==> src/rtl/pacman_obj_fetch.sv <==
// pacman_obj_fetch: copies the object attribute table from shared RAM into a
// local shadow buffer during each vertical blanking interval, using only the
// cycles in which the arbiter grants access (ce). The display side reads the
// shadow through a registered port and never touches shared RAM.
// Optional feature: define OBJFETCH_DBUF_EN for a double-buffered shadow
// (fetch fills the hidden bank, banks swap when a full table has arrived).
module pacman_obj_fetch #(
    parameter logic [9:0] BASE_ADDR   = 10'h3F0,
    parameter int         COUNT       = 16,
    parameter int         VBLANK_LINE = 480
) (
    input  logic       clk,
    input  logic       rst_n,
    input  logic       ce,
    input  logic [9:0] svpos,
    output logic [9:0] mem_addr,
    output logic       mem_rd,
    input  logic [7:0] mem_data,
    input  logic [5:0] buf_raddr,
    output logic [7:0] buf_rdata,
    output logic       frame_done,
    output logic       busy,
    output logic       overrun
);

    localparam logic [9:0] VB_LINE  = 10'(VBLANK_LINE);
    localparam logic [5:0] LAST_IDX = 6'(COUNT - 1);

    typedef enum logic [1:0] {
        IDLE,
        FETCH,
        DRAIN,
        DONE
    } state_t;

    state_t     state;
    state_t     state_next;
    logic [5:0] issue_idx;
    logic       in_vb;
    logic       in_vb_q;
    logic       vb_rise;
    logic       clr_idx;
    logic       finish;
    logic       abort;
    logic       rd_q;
    logic [5:0] idx_q;

`ifdef OBJFETCH_DBUF_EN
    logic       rd_bank;
    logic [6:0] wr_ptr;
    logic [6:0] rd_ptr;
    logic [7:0] shadow [128];

    // Fetch fills the bank the display is not looking at.
    assign wr_ptr = {~rd_bank, idx_q};
    assign rd_ptr = {rd_bank, buf_raddr};

    // Display bank select flips only when a complete table has landed.
    always_ff @(posedge clk or negedge rst_n) begin
        if (!rst_n) begin
            rd_bank <= 1'b0;
        end else if (finish) begin
            rd_bank <= ~rd_bank;
        end
    end
`else
    logic [5:0] wr_ptr;
    logic [5:0] rd_ptr;
    logic [7:0] shadow [64];

    assign wr_ptr = idx_q;
    assign rd_ptr = buf_raddr;
`endif

    assign in_vb   = (svpos >= VB_LINE);
    assign vb_rise = in_vb && !in_vb_q;
    assign busy    = (state == FETCH) || (state == DRAIN);

    // Next-state and read-request decode.
    always_comb begin
        // NOTE: every output of this block gets a default first so that no
        // path through the case leaves a signal unassigned (no latches).
        state_next = state;
        mem_rd     = 1'b0;
        mem_addr   = '0;
        clr_idx    = 1'b0;
        finish     = 1'b0;
        abort      = 1'b0;
        case (state)
            IDLE: begin
                if (vb_rise) begin
                    clr_idx    = 1'b1;
                    state_next = FETCH;
                end
            end
            FETCH: begin
                if (!in_vb) begin
                    abort      = 1'b1;
                    state_next = IDLE;
                end else if (ce) begin
                    mem_rd   = 1'b1;
                    mem_addr = BASE_ADDR + {4'b0000, issue_idx};
                    if (issue_idx == LAST_IDX) begin
                        state_next = DRAIN;
                    end
                end
            end
            DRAIN: begin
                // The last return is written on the edge that leaves DRAIN,
                // so vblank ending here still means an incomplete table.
                if (!in_vb) begin
                    abort      = 1'b1;
                    state_next = IDLE;
                end else begin
                    finish     = 1'b1;
                    state_next = DONE;
                end
            end
            DONE: begin
                if (!in_vb) begin
                    state_next = IDLE;
                end
            end
            default: state_next = IDLE;
        endcase
    end

    // State, issue index, return tracking and status flags.
    always_ff @(posedge clk or negedge rst_n) begin
        if (!rst_n) begin
            state      <= IDLE;
            issue_idx  <= '0;
            // Start as "already in vblank" so releasing reset in the middle
            // of a blanking interval does not look like a fresh entry.
            in_vb_q    <= 1'b1;
            rd_q       <= 1'b0;
            idx_q      <= '0;
            frame_done <= 1'b0;
            overrun    <= 1'b0;
        end else begin
            // NOTE: state registers use non-blocking assignment so every
            // flop samples pre-edge values regardless of statement order.
            state      <= state_next;
            in_vb_q    <= in_vb;
            rd_q       <= mem_rd;
            idx_q      <= issue_idx;
            frame_done <= finish;
            if (clr_idx) begin
                issue_idx <= '0;
            end else if (mem_rd) begin
                issue_idx <= issue_idx + 6'd1;
            end
            if (abort) begin
                overrun <= 1'b1;
            end
        end
    end

    // Shadow write: capture the RAM byte one cycle after its read strobe.
    always_ff @(posedge clk) begin
        // NOTE: the shadow array has no reset; its contents are undefined
        // until written, which keeps it mappable onto plain RAM.
        if (rd_q) begin
            shadow[wr_ptr] <= mem_data;
        end
    end

    // Registered display-side read port.
    always_ff @(posedge clk or negedge rst_n) begin
        if (!rst_n) begin
            buf_rdata <= '0;
        end else begin
            buf_rdata <= shadow[rd_ptr];
        end
    end

endmodule

==> config.mk <==
export PLATFORM = sky130hd
export DESIGN_NAME = pacman_obj_fetch
export DESIGN_NICKNAME = d
export VERILOG_FILES = /design/src/rtl/pacman_obj_fetch.sv
export SDC_FILE = /design/constraint.sdc
export NUM_CORES = 1
export LEC_CHECK = 0
export ABC_AREA = 0
export CORE_MARGIN = 4
export CORE_UTILIZATION = 40
export CTS_CLUSTER_SIZE = 24
export DETAILED_ROUTE_END_ITERATION = 12
export DONT_BUFFER_PORTS = 1
export PLACE_DENSITY = 0.53
export RECOVER_POWER = 25
export SYNTH_ARGS = -nofsm -noshare
export SYNTH_HDL_FRONTEND = slang
export SYNTH_SLANG_ARGS = --single-unit
==> constraint.sdc <==
create_clock -name clk -period 6.3 [get_ports clk]
set_input_delay 1.575 -clock clk [delete_from_list [all_inputs] [get_ports clk]]
set_output_delay 1.575 -clock clk [all_outputs]
set_load 0.005 [all_outputs]
==> impl_metrics.json, run 1 <==
{
  "cap_viol_max_count": 0,
  "synthTopCellsByCount": "edfxtp_1 (512), mux4_2 (122), nor2_1 (87), mux2i_1 (31), dfrtp_1 (25)",
  "synthCells": 1016,
  "fin_crit_ns": 4.499,
  "grt_pass1_vias": 10050,
  "clkPwrFrac_pct": 42.8,
  "ys_warn_count": 0,
  "switching_share_pct": 20.26,
  "slew-limit-headroom_pct": 33.53,
  "final_nets": 1050,
  "r2r_end": "shadow[5][6]",
  "rsz0062_at_grt": "no",
  "yosys.area.top_type": "edfxtp_1",
  "die_y_um": 237.6,
  "vias": 9750,
  "synth_edf_count": 512,
  "grt_pass1_wl_um": 69350,
  "p_int_mw": 5.996,
  "num_antenna_cells": 0,
  "status": "finished, final reports clean",
  "row_count": 83,
  "critPathArrivalTime_ns": 2.92,
  "finalCritPeriodShare_pct": 71.41,
  "die-area_um2": 56430,
  "place_hpwl_um": 26100,
  "synth.area.top_cells": "edfxtp_1 (73%), mux4_2 (13%), dfrtp_1 (3.0%)",
  "initial_utilization_pct": 40.76,
  "syn_area_um2": 21080,
  "cts-buffers-inserted": 54,
  "yosysMostFrequentCell": "edfxtp_1",
  "ctsLongestPathBuffers": 3,
  "whs_path_depth": 0,
  "area_growth_pct": 10.58,
  "die_w_um": 237.6,
  "clock_skew_ns": 0.01213,
  "core_area_um2": 51720,
  "crit_required_ns": 4.72,
  "synth_top_area_share_pct": 72.94,
  "slew_violations": 0,
  "ioPinCount": 49,
  "numClockSinks": 538,
  "postSynth.topFlopCell": "edfxtp_1",
  "critPathKind": "input port to output pin",
  "wl_per_cell_um": 26.93,
  "r2r-start": "rd_q",
  "cts_resized": 0,
  "p_sw_mw": 1.523,
  "crit_fanout": 12,
  "async_reset_ff_share_pct": 4.833,
  "hold_viol": 0,
  "pre_cts_slack_ns": 1.713,
  "endpoint_kind": "output pin",
  "clk_pin_slew_worst_paths_ns": 0.06,
  "first_pass_iters": 5,
  "rrSetupSlack_ns": 3.69,
  "holdCritStartpoint": "issue_idx[5]",
  "crit_top_cell": "inv_1",
  "fmax_ghz": 0.2223,
  "htree_levels": 2,
  "via_per_inst": 5.607,
  "vdd_ir_drop_max_mv": 0.1921,
  "port_buffers": 0,
  "power.leakage_nw": 7.251,
  "worst_pin_slew_ns": 0.9934,
  "holdBufCountCts": 0,
  "tns_ns": 0,
  "seqPwrFrac_pct": 53.3,
  "fillers": 4402,
  "overflow": 0,
  "synth_nets": 1050,
  "grt_usage_pct": 16.61,
  "drt_wl_total_um": 46840,
  "drive_gt1_share_pct": 20.21,
  "synth_cell_types": 49,
  "worst_slack_ns": 1.801,
  "crit_chain": "a41oi_1, inv_1, nand3_1, inv_1, and2_1",
  "r2r_cells": 3,
  "drcViolationCount": 0,
  "gp_congestion": 0.7560,
  "grt_max_degree": 121,
  "avgSynthCellArea_um2": 20.75,
  "drt_iter0_markers": 829,
  "hold_path.class": "flip-flop to flip-flop",
  "startpoint_type": "input port",
  "min_to": "idx_q[5]",
  "ys_seq_area_share_pct": 76.03,
  "synth_seq_cells": 538,
  "slowest_delay_ns": 0.45,
  "cts_tree": "built",
  "cp_slowest_cell": "a41oi_1",
  "insertion_delay_ns": 0.59,
  "powerDensity_nw_per_um2": 322.6,
  "antenna_left": 0,
  "post_cts_buffers": 0,
  "antenna_found_initial": 0,
  "cts-root-buf": "clkbuf_16",
  "p_comb_share_pct": 3.9,
  "finalSetupViolCount": 0
}
state kept, by name (all words and copies together), names as in the netlist:
signal and flops:
buf_rdata 8, frame_done 1, idx_q 6, in_vb_q 1, issue_idx 6, overrun 1, rd_q 1, shadow 512
state 2
how the worst max path moves through the flow:
stage / start / end / slack, ns / cells past startpoint
3_5_place_dp: svpos[6] / mem_addr[8] / 1.71 / 5
3_3_place_gp: svpos[6] / mem_addr[8] / 1.74 / 5
4_1_cts: svpos[6] / mem_addr[8] / 1.71 / 5
5_1_grt: svpos[6] / mem_addr[6] / 1.61 / 5
2_1_floorplan: svpos[5] / mem_addr[7] / 1.94 / 7
6_report: svpos[6] / mem_addr[8] / 1.80 / 5
power groups by stage:
stage / clock network [mW] / logic (mW) / registers (mW)
2_1_floorplan: 0 / 0.292 / 4.06
3_3_place_gp: 0 / 0.296 / 4.08
3_5_place_dp: 0 / 0.297 / 4.08
4_1_cts: 3.28 / 0.297 / 4.01
5_1_grt: 3.44 / 0.321 / 4.01
6_report: 3.22 / 0.294 / 4.01
critical path, delay by kind of cell:
kind,cells,cell delay [ns]
buffers and inverters,2,0.41
AOI/OAI and AO/OA,1,0.45
and+or+nand+nor,2,0.49
metrics by stage:
step	util [%]	instances	power [mW]	hold WS (ns)	cell area, µm²
after global routing	45.07	1739	7.773	0.3985	23310
after global placement	41.66	1640	4.377	0.3693	21550
final	45.07	1739	7.519	0.3815	23310
after CTS	45.07	1739	7.589	0.3889	23310
after floorplan	-	1016	4.350	0.3537	21080
after detailed placement	41.66	1640	4.380	0.3755	21550
cell families (layout without fill, tap and decap cells):
kind of cell / Yosys count / after routing / share of synthesized area, %
buf+inv: 64 / 107 / 1.994
mux: 165 / 165 / 15.15
fa+ha+maj: 7 / 7 / 0.4155
flops: 538 / 538 / 76.03
xor+xnor: 5 / 5 / 0.2078
compound gates: 78 / 78 / 2.760
simple gates: 159 / 159 / 3.443
cell type report:
class | count | area (µm²) | share of cell area (%)
clock buffers | 73 | 1484 | 6.366
clock inverters | 26 | 277.8 | 1.192
flip-flops and latches | 538 | 16030 | 68.76
multi-input cells | 414 | 4632 | 19.87
repair buffers | 2 | 15.01 | 0.06442
inverters | 6 | 22.52 | 0.09662
well taps | 680 | 850.8 | 3.650
layout by cell type (no fill, tap or decap), types with 3 or more instances in the layout:
cell and count:
mux4_2 122, a211oi_1 13, inv_1 6, nand3b_1 3, o221ai_1 6, edfxtp_1 512, ha_1 7, a2111oi_0 5
o22ai_1 8, clkinv_2 7, dfrtp_1 25, clkbuf_8 4, nand3_1 12, clkinv_1 10, mux2i_1 31, nor2b_1 12
a221o_1 5, o21ai_0 3, clkbuf_16 55, and2_1 6, nand2_1 20, nand2b_1 5, bufinv_16 6, nor3_1 3
mux2_2 12, xnor2_1 3, clkbuf_1 14, nor2_1 87, o22a_1 5, a21oi_1 13, o41ai_1 5, o21ai_1 5
layer usage:
metal	part of all wire (%)	up-vias	GRT usage, %
met5	0	-	0
met4	1.9	0	4.406
met3	7.5	60	3.922
met2	46	307	25.06
met1	44	5204	24.57
li1	-	4179	-
(Power assumes the default switching activity.)
==> run 2: changes to the inputs <==
--- a/config.mk
+++ b/config.mk
@@ -11,7 +11,7 @@
 export CTS_CLUSTER_SIZE = 24
 export DETAILED_ROUTE_END_ITERATION = 12
 export DONT_BUFFER_PORTS = 1
-export PLACE_DENSITY = 0.53
+export PLACE_DENSITY = 0.55
 export RECOVER_POWER = 25
 export SYNTH_ARGS = -nofsm -noshare
 export SYNTH_HDL_FRONTEND = slang
==> constraint.sdc (replaced) <==
create_clock -name clk -period 3.72 [get_ports clk]
set_input_delay 0.93 -clock clk [delete_from_list [all_inputs] [get_ports clk]]
set_output_delay 0.93 -clock clk [all_outputs]
set_load 0.005 [all_outputs]
==> run 2 against run 1 <==
The flow now finishes with violations (capacitance limit, slew limit). First-iteration DRC count is 11% higher. Clock skew is essentially flat. Worst hold slack worse by 0.20 ns. Critical path type unchanged. Largest cell class unchanged.
==> impl_metrics.json, run 2 (same netlist as run 1, synthesis figures left out) <==
{
  "status": "finished with violations",
  "violations": "capacitance limit, slew limit",
  "worst_pin_slew_ns": 1.724,
  "wl_per_cell_um": 26.31,
  "die-area_um2": 56430,
  "first_pass_iters": 5,
  "largest_reg_flops": 512,
  "critPathArrivalTime_ns": 2.27,
  "ctsLongestPathBuffers": 3,
  "die_y_um": 237.6,
  "area_growth_pct": 10.77,
  "vias": 9705,
  "drcViolationCount": 0,
  "rsz0062_at_grt": "no",
  "hold_viol": 0,
  "utilization_pct": 45.15,
  "tns_ns": 0,
  "final_cell_area_um2": 23350,
  "fin_crit_ns": 3.202,
  "initial_utilization_pct": 40.76,
  "final_common_cell": "edfxtp_1",
  "startpoint_type": "input port",
  "pre_cts_slack_ns": 0.4248,
  "cp_slowest_cell": "a41oi_1",
  "crit_required_ns": 2.79,
  "port_buffers": 0,
  "grt_max_degree": 121,
  "hold_path.class": "input port to async pin",
  "antenna_found_initial": 1,
  "clock_skew_ns": 0.01197,
  "final_cell_mix": "edfxtp_1 (512), mux4_2 (122), nor2_1 (87), clkbuf_16 (57), mux2i_1 (31)",
  "critPathKind": "input port to output pin",
  "finalSetupViolCount": 0,
  "dpl_cell_area_um2": 21570,
  "rrSetupSlack_ns": 1.11,
  "slew-limit-headroom_pct": -14.95,
  "fmax_ghz": 0.3123,
  "via_per_inst": 5.562,
  "r2r_cells": 3,
  "grt_pass1_wl_um": 68180,
  "endpoint_kind": "output pin",
  "antenna_left": 0,
  "vdd_ir_drop_max_mv": 0.3826,
  "finalCritPeriodShare_pct": 86.07,
  "cap_viol_max_count": 1,
  "r2r_end": "shadow[29][0]",
  "power.leakage_nw": 7.280,
  "cts_resized": 0,
  "largest_register": "shadow",
  "num_antenna_cells": 0,
  "crit_fanout": 12,
  "grt_usage_pct": 16.37,
  "htree_levels": 2,
  "r2r-start": "rd_q",
  "powerDensity_nw_per_um2": 544.1,
  "cts-root-buf": "clkbuf_16",
  "final_nets": 1054,
  "grt_pass1_vias": 9986,
  "clk_pin_slew_worst_paths_ns": 0.06,
  "overflow": 0,
  "crit_top_cell": "inv_1",
  "top_regs": "shadow (512), buf_rdata (8)",
  "drive_gt1_share_pct": 20.56,
  "insertion_delay_ns": 0.60,
  "worst_slack_ns": 0.5180,
  "drt_iter0_markers": 923,
  "numClockSinks": 538,
  "slew_violations": 26,
  "cts_tree": "built",
  "slowest_delay_ns": 0.41,
  "place_hpwl_um": 25600,
  "ioPinCount": 49,
  "row_count": 83,
  "drt_wl_total_um": 45910,
  "crit_chain": "a41oi_1, inv_1, nand3_1, inv_1, and2_1",
  "die_w_um": 237.6,
  "core_area_um2": 51720,
  "gp_congestion": 0.7929,
  "post_cts_buffers": 0,
  "cts-buffers-inserted": 54
}
==> run 2: cell count changes in the layout (fill, tap and decap cells not counted), moves of 2 or more <==
cell       before  now
buf_4           2    5
bufinv_16       6    4
clkbuf_1       14   12
clkbuf_16      55   57
clkbuf_8        4    6
clkinv_1       10   13
inv_6           2    0
==> run 2: how the worst max path moves through the flow <==
| stage | cells after the start | from | end | slack [ns] |
|---|---|---|---|---|
| 2_1_floorplan | 7 | svpos[5] | mem_addr[7] | 0.65 |
| 4_1_cts | 5 | svpos[6] | mem_addr[7] | 0.43 |
| 3_3_place_gp | 5 | svpos[6] | mem_addr[7] | 0.44 |
| 5_1_grt | 5 | svpos[6] | mem_addr[7] | 0.32 |
| 3_5_place_dp | 5 | svpos[6] | mem_addr[7] | 0.42 |
| 6_report | 5 | svpos[6] | mem_addr[7] | 0.52 |
==> run 2: final cells by class <==
class | instances | area, µm²
fillers | 4407 | 28370
multi-input cells | 414 | 4632
clock buffers | 74 | 1550
repair buffers | 6 | 41.29
inverters | 6 | 22.52
flip-flops and latches | 538 | 16030
clock inverters | 27 | 225.2
well taps | 680 | 850.8
==> run 2: routing by layer <==
| layer | wire, µm | track usage (%) |
|---|---|---|
| met1 | 20380 | 24.39 |
| met2 | 21310 | 24.72 |
| met3 | 3340 | 3.759 |
| met4 | 872 | 4.087 |
| met5 | 0 | 0 |
==> run 2: repair_timing <==
action / in CTS / in global routing
hold endpoints to repair: 25 / 0
hold buffers: 1 / 0
setup endpoints to repair: 0 / 0
==> run 2: where the power goes <==
group          internal, mW  switching (mW)  total [mW]
logic                 0.248           0.256       0.504
registers              6.71          0.0806        6.79
clock network          3.18            2.24        5.42
total                  10.1            2.57        12.7
==> run 2: metrics by stage <==
step | total power, mW | std cells | hold slack (ns)
after floorplan | 7.368 | 1016 | 0.3537
after global placement | 7.410 | 1643 | 0.3700
after detailed placement | 7.415 | 1643 | 0.3690
after CTS | 12.84 | 1745 | 0.1266
after global routing | 13.15 | 1745 | 0.1444
final | 12.71 | 1745 | 0.1835
==> run 2: critical path, delay by kind of cell <==
| family | cells | cell delay, ns |
|---|---|---|
| AND/OR/NAND/NOR | 2 | 0.50 |
| buffers and inverters | 2 | 0.42 |
| AO/OA/AOI/OAI | 1 | 0.41 |
==> run 3: changes to the inputs <==
--- a/config.mk
+++ b/config.mk
@@ -8,10 +8,10 @@
 export ABC_AREA = 0
 export CORE_MARGIN = 4
 export CORE_UTILIZATION = 40
-export CTS_CLUSTER_SIZE = 24
+export CTS_CLUSTER_SIZE = 28
 export DETAILED_ROUTE_END_ITERATION = 12
 export DONT_BUFFER_PORTS = 1
-export PLACE_DENSITY = 0.55
+export PLACE_DENSITY = 0.66
 export RECOVER_POWER = 25
 export SYNTH_ARGS = -nofsm -noshare
 export SYNTH_HDL_FRONTEND = slang
==> run 3 against run 2 <==
Fmax is 3.9% higher. Clock skew is 0.0028 ns higher. Clock-buffer cell count is 2 higher. The run now ends clean. Via count is 1.1% higher. Sequential share of layout area is 0.46 points higher. Cell area is 0.66% lower. Combinational power hardly changed. Die area stayed put. Critical path type is now flip-flop to output pin. Final cell count stayed put. Largest cell class unchanged. Critical path depth stayed put. Highest routed layer unchanged. Non-clock buffer count is 5 higher.
==> impl_metrics.json, run 3 (same netlist as run 1, synthesis figures left out) <==
{
  "status": "finished, final reports clean",
  "critPathKind": "flip-flop to output pin",
  "finalSetupViolCount": 0,
  "post_cts_buffers": 0,
  "critPathArrivalTime_ns": 2.15,
  "place_inst": 1648,
  "fillers": 4333,
  "grt_pass1_wl_um": 66420,
  "clk_pin_slew_worst_paths_ns": 0.06,
  "crit_required_ns": 2.79,
  "cts_resized": 0,
  "tns_ns": 0,
  "wl_per_cell_um": 25.45,
  "timing.hold.ws_ns": 0.03849,
  "grt_max_degree": 121,
  "finalCritPeriodShare_pct": 82.87,
  "drcViolationCount": 0,
  "hold_path.class": "input port to async pin",
  "power.leakage_nw": 7.199,
  "numClockSinks": 538,
  "cts_tree": "built",
  "die_w_um": 237.6,
  "ioPinCount": 49,
  "overflow": 0,
  "grt_pass1_vias": 10210,
  "area_growth_pct": 10.03,
  "clock_skew_ns": 0.01480,
  "grt_usage_pct": 15.76,
  "first_pass_iters": 5,
  "die-area_um2": 56430,
  "num_antenna_cells": 0,
  "vdd_ir_drop_max_mv": 0.3264,
  "htree_levels": 2,
  "top_regs": "shadow (512), buf_rdata (8)",
  "die_y_um": 237.6,
  "final_cell_mix": "edfxtp_1 (512), mux4_2 (122), nor2_1 (87), clkbuf_16 (53), mux2i_1 (31)",
  "fin_cells": 1745,
  "fmax_ghz": 0.3244,
  "place_hpwl_um": 24820,
  "final_nets": 1057,
  "insertion_delay_ns": 0.59,
  "worst_pin_slew_ns": 0.9595,
  "row_count": 83,
  "core_area_um2": 51720,
  "startpoint_type": "flip-flop",
  "drt_wl_total_um": 44410,
  "port_buffers": 0,
  "largest_reg_flops": 512,
  "endpoint_kind": "output pin",
  "powerDensity_nw_per_um2": 527.2,
  "cts-buffers-inserted": 52,
  "crit_fanout": 12,
  "holdBufCountCts": 1,
  "final_common_cell": "edfxtp_1",
  "drive_gt1_share_pct": 20.00,
  "gp_congestion": 0.8162,
  "antenna_left": 0,
  "initial_utilization_pct": 40.76,
  "cap_viol_max_count": 0,
  "cts-root-buf": "clkbuf_16",
  "slew_violations": 0,
  "drt_iter0_markers": 1084,
  "vias": 9815,
  "rsz0062_at_grt": "no",
  "antenna_found_initial": 2,
  "ctsLongestPathBuffers": 3,
  "slew-limit-headroom_pct": 35.80,
  "fin_crit_ns": 3.083,
  "hold_viol": 0,
  "largest_register": "shadow",
  "via_per_inst": 5.625
}
run 3: cell type report:
cell class / instances / area [µm²] / area share (%)
clock buffer: 76 / 1453 / 6.263
clock inverter: 20 / 123.9 / 0.5341
inverter: 6 / 22.52 / 0.09710
multi-input combinational: 414 / 4632 / 19.97
sequential: 538 / 16030 / 69.10
tap: 680 / 850.8 / 3.668
timing repair buffer: 11 / 85.08 / 0.3668
run 3: worst max-delay path: stages, from the launching register on:
cell and delay (ns):
dfrtp_1 0.41, inv_1 0.11, ha_1 0.23, nand3_1 0.15, inv_1 0.30, and2_1 0.36
run 3: layer usage:
layer | up-vias | GRT usage, % | part of all wire, %
met3 | 81 | 4.560 | 8.3
met2 | 329 | 24.00 | 47
met4 | 0 | 4.388 | 2.4
met1 | 5218 | 22.48 | 43
met5 | - | 0 | 0
li1 | 4187 | - | -
run 3: final timing paths:
check	slack, ns	startpoint	endpoint	cells after the start
setup / recovery	0.64	state[1]	mem_addr[9]	5
hold / removal	0.04	rst_n	buf_rdata[7]	0
setup reg to reg	1.09	idx_q[2]	shadow[15][0]	2
hold reg to reg	0.38	issue_idx[5]	idx_q[5]	0
max in group asynchronous	2.40	rst_n	idx_q[5]	1
min in group clk	0.38	issue_idx[5]	idx_q[5]	0
run 3: power breakdown:
| part | leakage (nW) | internal, mW | switching (mW) |
|---|---|---|---|
| Combinational | 1.51 | 0.250 | 0.256 |
| Clock | 0.761 | 2.77 | 2.17 |
| Sequential | 4.93 | 6.71 | 0.0815 |
run 3: metrics by stage:
stage / power (mW) / setup WS (ns) / util (%) / instance area, µm²
detailed placement: 7.418 / 0.6004 / 41.78 / 21610
CTS: 12.33 / 0.5622 / 44.85 / 23190
finish: 12.23 / 0.6372 / 44.85 / 23190
global placement: 7.400 / 0.5976 / 41.78 / 21610
floorplan: 7.368 / 0.6546 / - / 21080
global route: 12.66 / 0.4184 / 44.85 / 23190
